<file path="config.mk">
export PLATFORM = sky130hd
export DESIGN_NAME = lsu_ctrl
export DESIGN_NICKNAME = d
export VERILOG_FILES = /design/src/rtl/lsu_ctrl.sv
export SDC_FILE = /design/constraint.sdc
export NUM_CORES = 1
export LEC_CHECK = 0
export BUFFER_PORTS_ARGS = -buffer_cell sky130_fd_sc_hd__buf_2
export CAP_MARGIN = 20
export CORE_AREA = 2 2 189 191
export CTS_CLUSTER_SIZE = 24
export DETAILED_ROUTE_END_ITERATION = 16
export DIE_AREA = 0 0 191 193
export REMOVE_ABC_BUFFERS = 1
export SLEW_MARGIN = 25
export SYNTH_ARGS = -nofsm -noshare
export SYNTH_HDL_FRONTEND = slang
export SYNTH_SLANG_ARGS = --single-unit
</file>
<file path="constraint.sdc">
create_clock -name clk -period 2 [get_ports clk]
set_clock_uncertainty 0.15 [all_clocks]
set_input_delay 0 -clock clk [delete_from_list [all_inputs] [get_ports clk]]
set_output_delay 0 -clock clk [all_outputs]
set_load 0.01 [all_outputs]
</file>
<file path="src/rtl/lsu_ctrl.sv">
// Load/store sequencer between execute and the single-cycle memory port.
// Optional misaligned-access trap is enabled with `define LSU_MISALIGN_TRAP_EN.
module lsu_ctrl #(
    parameter int WDT_W = 4
) (
    input  logic             clk,
    input  logic             rst,
    input  logic             req_valid,
    output logic             req_ready,
    input  logic [63:0]      req_addr,
    input  logic [63:0]      req_wdata,
    input  logic             req_wen,
    input  logic [1:0]       req_size,
    input  logic             req_unsigned,
    input  logic [4:0]       req_rd,
    output logic             mem_ren,
    output logic [63:0]      mem_raddr,
    output logic [63:0]      waddr,
    output logic             mem_wen,
    output logic [63:0]      mem_wdata,
    output logic [7:0]       wmask,
    output logic [WDT_W-1:0] wdt_op,
    input  logic [63:0]      mem_rdata,
    output logic             resp_valid,
    input  logic             resp_ready,
    output logic [63:0]      resp_data,
    output logic [4:0]       resp_rd,
    output logic             resp_is_load,
    output logic             resp_fault
);

    typedef enum logic [1:0] {IDLE, ISSUE, WAIT, RESP} state_t;

    state_t      state;
    logic [63:0] a_addr;
    logic [63:0] a_wdata;
    logic        a_wen;
    logic [1:0]  a_size;
    logic        a_uns;
    logic [4:0]  a_rd;
    logic        in_access;
    logic [7:0]  base_mask;

    function automatic logic [63:0] align_addr(input logic [63:0] addr, input logic [1:0] size);
        case (size)
            2'd0:    return addr;
            2'd1:    return {addr[63:1], 1'b0};
            2'd2:    return {addr[63:2], 2'b00};
            default: return {addr[63:3], 3'b000};
        endcase
    endfunction

    function automatic logic [63:0] extend(input logic [63:0] d, input logic [1:0] size, input logic uns);
        case (size)
            2'd0:    return uns ? {56'b0, d[7:0]}  : {{56{d[7]}},  d[7:0]};
            2'd1:    return uns ? {48'b0, d[15:0]} : {{48{d[15]}}, d[15:0]};
            2'd2:    return uns ? {32'b0, d[31:0]} : {{32{d[31]}}, d[31:0]};
            default: return d;
        endcase
    endfunction

`ifdef LSU_MISALIGN_TRAP_EN
    logic fault_q;

    function automatic logic misaligned(input logic [63:0] addr, input logic [1:0] size);
        case (size)
            2'd0:    return 1'b0;
            2'd1:    return addr[0];
            2'd2:    return |addr[1:0];
            default: return |addr[2:0];
        endcase
    endfunction

    assign resp_fault = fault_q;
`else
    assign resp_fault = 1'b0;
`endif

    always_comb begin
        base_mask = 8'h00;
        case (a_size)
            2'd0:    base_mask = 8'h01;
            2'd1:    base_mask = 8'h03;
            2'd2:    base_mask = 8'h0F;
            default: base_mask = 8'hFF;
        endcase
    end

    // Strobes and address/shape outputs decode from state; rst forces them all quiet.
    assign in_access = !rst && (state == ISSUE || state == WAIT);
    assign req_ready = !rst && (state == IDLE);
    assign mem_ren   = !rst && (state == ISSUE) && !a_wen;
    assign mem_wen   = !rst && (state == ISSUE) && a_wen;
    assign mem_raddr = in_access ? a_addr : 64'h0;
    assign waddr     = in_access ? {a_addr[63:3], 3'b000} : 64'h0;
    assign mem_wdata = mem_wen ? (a_wdata << {a_addr[2:0], 3'b000}) : 64'h0;
    assign wmask     = mem_wen ? (base_mask << a_addr[2:0]) : 8'h00;

    always_comb begin
        wdt_op = '0;
        if (in_access) wdt_op[a_size] = 1'b1;
    end

    always_ff @(posedge clk) begin
        if (rst) begin
            state        <= IDLE;
            a_addr       <= 64'h0;
            a_wdata      <= 64'h0;
            a_wen        <= 1'b0;
            a_size       <= 2'd0;
            a_uns        <= 1'b0;
            a_rd         <= 5'd0;
            resp_valid   <= 1'b0;
            resp_data    <= 64'h0;
            resp_rd      <= 5'd0;
            resp_is_load <= 1'b0;
`ifdef LSU_MISALIGN_TRAP_EN
            fault_q      <= 1'b0;
`endif
        end else begin
            case (state)
                IDLE: if (req_valid) begin
                    a_wdata <= req_wdata;
                    a_wen   <= req_wen;
                    a_size  <= req_size;
                    a_uns   <= req_unsigned;
                    a_rd    <= req_rd;
`ifdef LSU_MISALIGN_TRAP_EN
                    a_addr  <= req_addr;
                    fault_q <= misaligned(req_addr, req_size);
                    if (misaligned(req_addr, req_size)) begin
                        state        <= RESP;
                        resp_valid   <= 1'b1;
                        resp_data    <= 64'h0;
                        resp_rd      <= req_rd;
                        resp_is_load <= !req_wen;
                    end else begin
                        state <= ISSUE;
                    end
`else
                    a_addr <= align_addr(req_addr, req_size);
                    state  <= ISSUE;
`endif
                end
                ISSUE: begin
                    if (a_wen) begin
                        state        <= RESP;
                        resp_valid   <= 1'b1;
                        resp_data    <= 64'h0;
                        resp_rd      <= a_rd;
                        resp_is_load <= 1'b0;
                    end else begin
                        state <= WAIT;
                    end
                end
                WAIT: begin
                    state        <= RESP;
                    resp_valid   <= 1'b1;
                    resp_data    <= extend(mem_rdata, a_size, a_uns);
                    resp_rd      <= a_rd;
                    resp_is_load <= 1'b1;
                end
                RESP: if (resp_ready) begin
                    state      <= IDLE;
                    resp_valid <= 1'b0;
                end
                default: state <= IDLE;
            endcase
        end
    end

endmodule
</file>
==> reports/results.tsv, run 1 <==
stage	metric	value	unit
run_status	outcome	complete, but fails checks	
run_status	failed_checks	negative setup slack	
placement	gp_congestion	0.8864	
cts	cts.path.max_buffers	3	
min_path	hold_start	rst	
floorplanning	io_pins	484	
finish	final_cells	2501	
synthesis	ys_ff_latch	210	
finish	fin_nets	2232	
drt	dr.pass1.iters	5	
timing	tns	-58.78	ns
setup_path	slowest_delay	0.35	ns
cts	tritoncts	built	
drt	first_iter_violations	517	
setup_path	end_kind	output pin	
drt	wl_per_cell	19.84	microns
grt	track_usage	0.2379	
placement	place_inst	2193	
finish	fillers	3005	
timing	min_period	2.374	ns
timing	maxSlewHeadroom	0.3322	
synthesis	syn_area	0.01021	sq mm
pwr	leakagePower	0.008155	uW
grt	grt_pass1_vias	11690	
cts	worstSkewPairLatency	0.54	ns
drt	drtAntennaViolNets	0	
timing	finalHoldViolCount	0	
timing	finalCritPeriodShare	1.187	
setup_path	r2r_setup_slack	-0.10	ns
setup_path	cp_max_fo	8	
drt	drc_errors	0	
grt	grt_max_degree	90	
drt	vias	12260	
setup_path	r2r-end	resp_data[25]$_SDFFE_PP0P_	
setup_path	r2r_cells	9	
floorplanning	die-area	0.03686	sq mm
setup_path	critPathSlowestCell	dfxtp_4	
finish	final_util	0.5425	
min_path	min_delay_path_depth	3	
placement	place_ws	0.02334	ns
setup_path	critical_path_arrival	2.22	ns
floorplanning	num_rows	69	
timing	fmax	421.3	MHz
synthesis	syn_area_per_cell	7.476	sq um
drt	routed_via_density	4.903	
cts	htree_num_levels	1	
cts	cts_buffers	27	
synthesis	synth_area_leader_cell	dfxtp_1	
placement	hpwl	29310	microns
synthesis	synthTopCellsByArea	dfxtp_1 (41%), nand2_1 (13%), a21oi_1 (9.3%), buf_4 (4.8%), and2_1 (4.7%)	
finish	syn_to_final_growth	85.73	%
cts	cts_sinks	210	
synthesis	post_synth_num_cell_types	40	
synthesis	ys_seq_area_frac	0.4117	
timing	setup_ws	-0.3736	ns
floorplanning	die_h	193	microns
synthesis	syn_inst	1366	
synthesis	synth_top_area_frac	0.4117	
floorplanning	die_w	191	microns
finish	antennaDiodeCount	0	
setup_path	path_cells	clkinv_4 -> ha_4 -> nand3b_1 -> buf_6 -> nor3b_4 -> buf_12 -> a21oi_2 -> o21ai_1 -> buf_2	
min_path	hold_class	input pin to register	
setup_path	start_kind	register	
synthesis	ys_warn_count	0	
timing	finalSetupViolations	227	
cts	cts_root_buf	clkbuf_16	
floorplanning	core-area	0.03496	sq mm
finish	drive_above_1_share	0.4441	
pwr	p_per_area	956.7	mW/mm^2
timing	worst_pin_slew	1.002	ns
setup_path	critPathRequiredTime	1.85	ns
grt	antenna_found_initial	0	
timing	maxSlewViolCount	0	
grt	overflow	0	
timing	rsz0062_at_grt	true	
cts	clk_pin_slew	0.05	ns
min_path	min_to	resp_data[4]$_SDFFE_PP0P_	
setup_path	critPathKind	register to output pin	
run	max-cap-violations	0	
placement	io_buffers	479	
pwr	worst_ir_drop_vdd	0.0006933	V
setup_path	reg2reg_from	state[0]$_SDFFE_PP0P_	
floorplanning	initial_core_util	0.2921	
grt	grt_pass1_wl	67490	microns
drt	drt_wl_total	49630	microns
[layout by cell type (no fill, tap or decap), types with 5 or more instances in the layout]
master and n:
clkbuf_16 35, dfxtp_1 203, nor2_2 10, nand3b_1 5, nand3_1 10, nor2_1 73, mux2i_2 8, buf_4 48
o21ai_0 23, o21ai_2 39, mux2i_1 24, buf_2 312, a22oi_1 11, a21o_1 8, o21ai_1 14, buf_12 34
a21oi_1 167, dfxtp_4 5, and2_4 72, nor2_4 21, dlygate4sd3_1 205, mux2_2 15, o22ai_2 19, clkbuf_8 7
clkinv_2 5, nand2_1 360, buf_6 181, o22ai_4 6, o21ai_4 7, a21oi_2 20, mux2i_4 8, mux2_4 9
[final cells by class]
cell class	count	area, sq um	area share
Timing Repair Buffer	796	7063	0.3724
Multi-Input combinational cell	980	6170	0.3253
Tap cell	461	576.8	0.03041
Clock buffer	36	779.5	0.04110
Sequential cell	210	4225	0.2228
Clock inverter	11	116.4	0.006135
Inverter	7	36.28	0.001913
[sequential cells by signal (all words and copies together) (netlist names)]
name / count
resp_is_load: 1
resp_rd: 5
a_wdata: 64
resp_data: 64
a_addr: 64
state: 2
a_rd: 5
a_uns: 1
resp_valid: 1
a_size: 2
a_wen: 1
[through the flow]
| stage | total power (uW) | area, sq um | hold WS, ns |
|---|---|---|---|
| floorplan | 8252 | 9288 | -0.1036 |
| global placement | 10580 | 12970 | 0.08442 |
| detailed placement | 10670 | 12970 | 0.09005 |
| CTS | 17450 | 17550 | 0.04826 |
| global route | 19040 | 18970 | 0.08846 |
| finish | 18140 | 18970 | 0.04682 |
[synthesized netlist by cell type, drive strengths merged]
| cell type | instances |
|---|---|
| nor4 | 1 |
| o22ai | 25 |
| and3 | 1 |
| nor3b | 2 |
| and2 | 76 |
| nand2b | 1 |
| a31o | 1 |
| nor2 | 104 |
| nand2 | 366 |
| inv | 7 |
| a2111oi | 2 |
| conb | 1 |
| a21oi | 189 |
| nor2b | 4 |
| a22oi | 11 |
| ha | 5 |
| nand4bb | 1 |
| nand3 | 10 |
| o21a | 1 |
| or3 | 1 |
| clkbuf | 74 |
| dfxtp | 210 |
| a21o | 8 |
| nand3b | 5 |
| or4b | 1 |
| mux2 | 24 |
| and4b | 1 |
| a211oi | 3 |
| o21ai | 83 |
| mux2i | 40 |
| buf | 98 |
| or2 | 3 |
| nor3 | 6 |
| a32o | 1 |
[power breakdown]
group	switching [uW]	total [uW]	internal, uW
logic	4040	7630	3590
registers	627	5610	4980
clock network	1930	4910	2970
[worst max-delay path, delay by kind of cell (launching register included)]
kind	cells	cell delay, ns
AOI/OAI and AO/OA	2	0.21
adders and majority gates	1	0.13
buffers and inverters	4	0.62
DFF	1	0.35
and+or+nand+nor	2	0.37
[worst max path at each step]
stage               slack [ns]             startpoint                    endpoint  cells after the start
floorplan                -1.50  state[0]$_SDFFE_PP0P_      a_addr[2]$_SDFFE_PP0P_                      5
global placement          0.04  state[1]$_SDFFE_PP0P_               mem_wdata[38]                      8
detailed placement        0.02  state[1]$_SDFFE_PP0P_  resp_data[33]$_SDFFE_PP0P_                      8
CTS                      -0.39  state[1]$_SDFFE_PP0P_               mem_wdata[38]                      8
global route             -0.44  state[1]$_SDFFE_PP0P_               mem_wdata[36]                     10
finish                   -0.37  state[1]$_SDFFE_PP0P_               mem_wdata[37]                      9
[routing by layer]
| layer | up-vias | wire length [microns] | global-route usage |
|---|---|---|---|
| met3 | 133 | 3889 | 0.05575 |
| met4 | 0 | 2485 | 0.1023 |
| met5 | - | 0 | 0 |
| met1 | 5780 | 18760 | 0.2622 |
| met2 | 572 | 24490 | 0.4362 |
| li1 | 5777 | - | - |
[logic make-up after synthesis]
logic type               after synthesis  synth area share
AND/OR/NAND/NOR                      583            0.2426
AO/OA/AOI/OAI                        324            0.1794
flip-flops                           210            0.4117
buffers and inverters                179           0.09422
multiplexers                          64           0.06567
adder cells (fa/ha/maj)                5          0.006126
other                                  1         0.0003672
[what timing repair did]
item,in CTS,in global routing
buffers inserted,17,27
pin swaps,48,58
gates cloned,9,9
hold buffers,219,0
setup endpoints to repair,199,250
resized for setup,273,288
endpoints found under the hold margin,204,0
(Power assumes the default switching activity.)
==> inputs of run 2 (changes only) <==
MAX_ROUTING_LAYER = met4   (was unset)
PLACE_DENSITY = 0.67   (was unset)
==> run 2 against run 1 <==
Compared with the run above:
- the run still ends with negative setup slack left
- critical path depth unchanged
- clock power decreased by 3%
- setup slack gained 0.036 ns
- design area fell by 2.4%
- fmax up 1.5%
- sequential power decreased by 0.9%
- combinational power hardly changed
- largest cell class unchanged
- largest power group unchanged
==> reports/results.tsv, run 2 (synthesis results as in run 1) <==
stage	metric	value	unit
cts	worstSkewPairLatency	0.55	ns
cts	cts_buffers	25	
setup_path	cp_num_buf_inv	4	
finish	syn_to_final_growth	81.33	%
floorplanning	die_w	191	microns
grt	overflow	0	
drt	drc_errors	0	
drt	drt_wl_total	52310	microns
setup_path	r2r_cells	10	
run	max-cap-violations	0	
cts	htree_num_levels	1	
cts	tritoncts	built	
timing	finalHoldViolCount	0	
setup_path	path_cells	inv_4 -> ha_4 -> nand3b_1 -> buf_6 -> nor3b_4 -> buf_6 -> a21oi_1 -> o21ai_1 -> buf_2	
setup_path	cpMostUsedCell	buf_6	
finish	final_common_cell	nand2_1	
setup_path	cp_num_cells	9	
placement	place_inst	2200	
min_path	min_delay_path_depth	4	
setup_path	start_kind	register	
timing	maxSlewHeadroom	0.5304	
drt	drtAntennaViolNets	0	
setup_path	critPathSlowestCell	dfxtp_2	
min_path	min_to	resp_data[35]$_SDFFE_PP0P_	
setup_path	r2r_setup_slack	-0.04	ns
timing	fmax	427.7	MHz
setup_path	end_kind	output pin	
finish	top_regs	a_addr: 64 flops, a_wdata: 64 flops, resp_data: 64 flops	
cts	cts_sinks	210	
floorplanning	core-area	0.03496	sq mm
floorplanning	die_h	193	microns
finish	mostFrequentLayoutCells	nand2_1 (363), buf_2 (331), dlygate4sd3_1 (207)	
run_status	outcome	complete, but fails checks	
finish	final_cells	2506	
timing	worst_pin_slew	0.7044	ns
setup_path	reg2reg_from	state[1]$_SDFFE_PP0P_	
setup_path	critical_path_arrival	2.19	ns
setup_path	critPathKind	register to output pin	
timing	min_period	2.338	ns
floorplanning	io_pins	484	
placement	gp_congestion	0.9207	
drt	dr.pass1.iters	5	
setup_path	r2r-end	resp_data[61]$_SDFFE_PP0P_	
grt	grt_max_degree	63	
pwr	power	17990	uW
timing	setup_ws	-0.3379	ns
min_path	hold_start	mem_rdata[35]	
setup_path	crit_family	buffers and inverters	
finish	fin_nets	2234	
timing	tns	-51.77	ns
setup_path	critPathRequiredTime	1.85	ns
min_path	hold_class	input pin to register	
drt	routed_via_density	5.107	
cts	cts_root_buf	clkbuf_16	
timing	finalCritPeriodShare	1.169	
grt	antenna_found_initial	1	
floorplanning	initial_core_util	0.2921	
placement	hpwl	30180	microns
cts	clk_pin_slew	0.06	ns
floorplanning	num_rows	69	
grt	track_usage	0.2524	
run_status	failed_checks	negative setup slack	
timing	rsz0062_at_grt	true	
drt	vias	12800	
floorplanning	die-area	0.03686	sq mm
placement	io_buffers	479	
timing	maxSlewViolCount	0	
pwr	worst_ir_drop_vdd	0.0007403	V
timing	finalSetupViolations	213	
setup_path	cp_max_fo	6	
pwr	p_per_area	971.8	mW/mm^2
finish	drive_above_1_share	0.4224	
pwr	leakagePower	0.008045	uW
drt	first_iter_violations	818	
setup_path	slowest_delay	0.34	ns
grt	grt_pass1_wl	68920	microns
grt	grt_pass1_vias	12160	
cts	cts.path.max_buffers	3	
drt	wl_per_cell	20.87	microns
[run 2: area by class of cell]
cell class,instances,area [sq um]
well taps,461,576.8
fillers,2891,16450
inverters,7,36.28
diodes,2,5.005
flip-flops and latches,210,4222
clock buffers,32,671.9
multi-input cells,980,5847
clock inverters,14,166.4
repair buffers,800,6993
[run 2: power breakdown]
group	switching [uW]	internal [uW]	leakage, uW	total [uW]
Clock	1990	2780	0.000400	4770
Sequential	590	4970	0.00172	5560
Combinational	4080	3590	0.00593	7660
[run 2: per-stage QoR]
step / area [sq um] / setup slack, ns / utilization / hold slack [ns]
global placement: 13040 / 0.1135 / 0.3729 / 0.06976
floorplan: 9288 / -1.496 / - / -0.1036
detailed placement: 13040 / 0.09829 / 0.3729 / 0.07034
finish: 18520 / -0.3379 / 0.5296 / 0.08593
global route: 18520 / -0.4467 / 0.5295 / 0.08931
CTS: 17430 / -0.3135 / 0.4984 / 0.04986
[run 2: tightest hold or removal path: stages]
cell and delay [ns]:
dlygate4sd3_1 0.52, buf_2 0.10, nor2_1 0.05, o21ai_2 0.09
[run 2: timing repair]
action                                  CTS  global route
endpoints found under the setup margin  198           216
buffers inserted                         23            16
endpoints found under the hold margin   210             0
pin swaps                                32            62
gates cloned                             10             6
resized for setup                       261           211
hold buffers                            210             0
[run 2: metal layers]
metal,routed length (microns),part of all wire,global-route usage
met4,3217,0.061,0.1267
met5,0,0,-
met3,4530,0.087,0.03964
met2,25760,0.49,0.4461
met1,18800,0.36,0.2755
[run 2: worst max-delay path by stage]
stage               slack [ns]                   start                     end
finish                   -0.34   state[1]$_SDFFE_PP0P_           mem_wdata[32]
CTS                      -0.31   state[1]$_SDFFE_PP0P_           mem_wdata[36]
global placement          0.11  a_addr[1]$_SDFFE_PP0P_           mem_wdata[49]
detailed placement         0.1  a_addr[1]$_SDFFE_PP0P_           mem_wdata[49]
global route             -0.45   state[1]$_SDFFE_PP0P_           mem_wdata[36]
floorplan                -1.50   state[0]$_SDFFE_PP0P_  a_addr[2]$_SDFFE_PP0P_
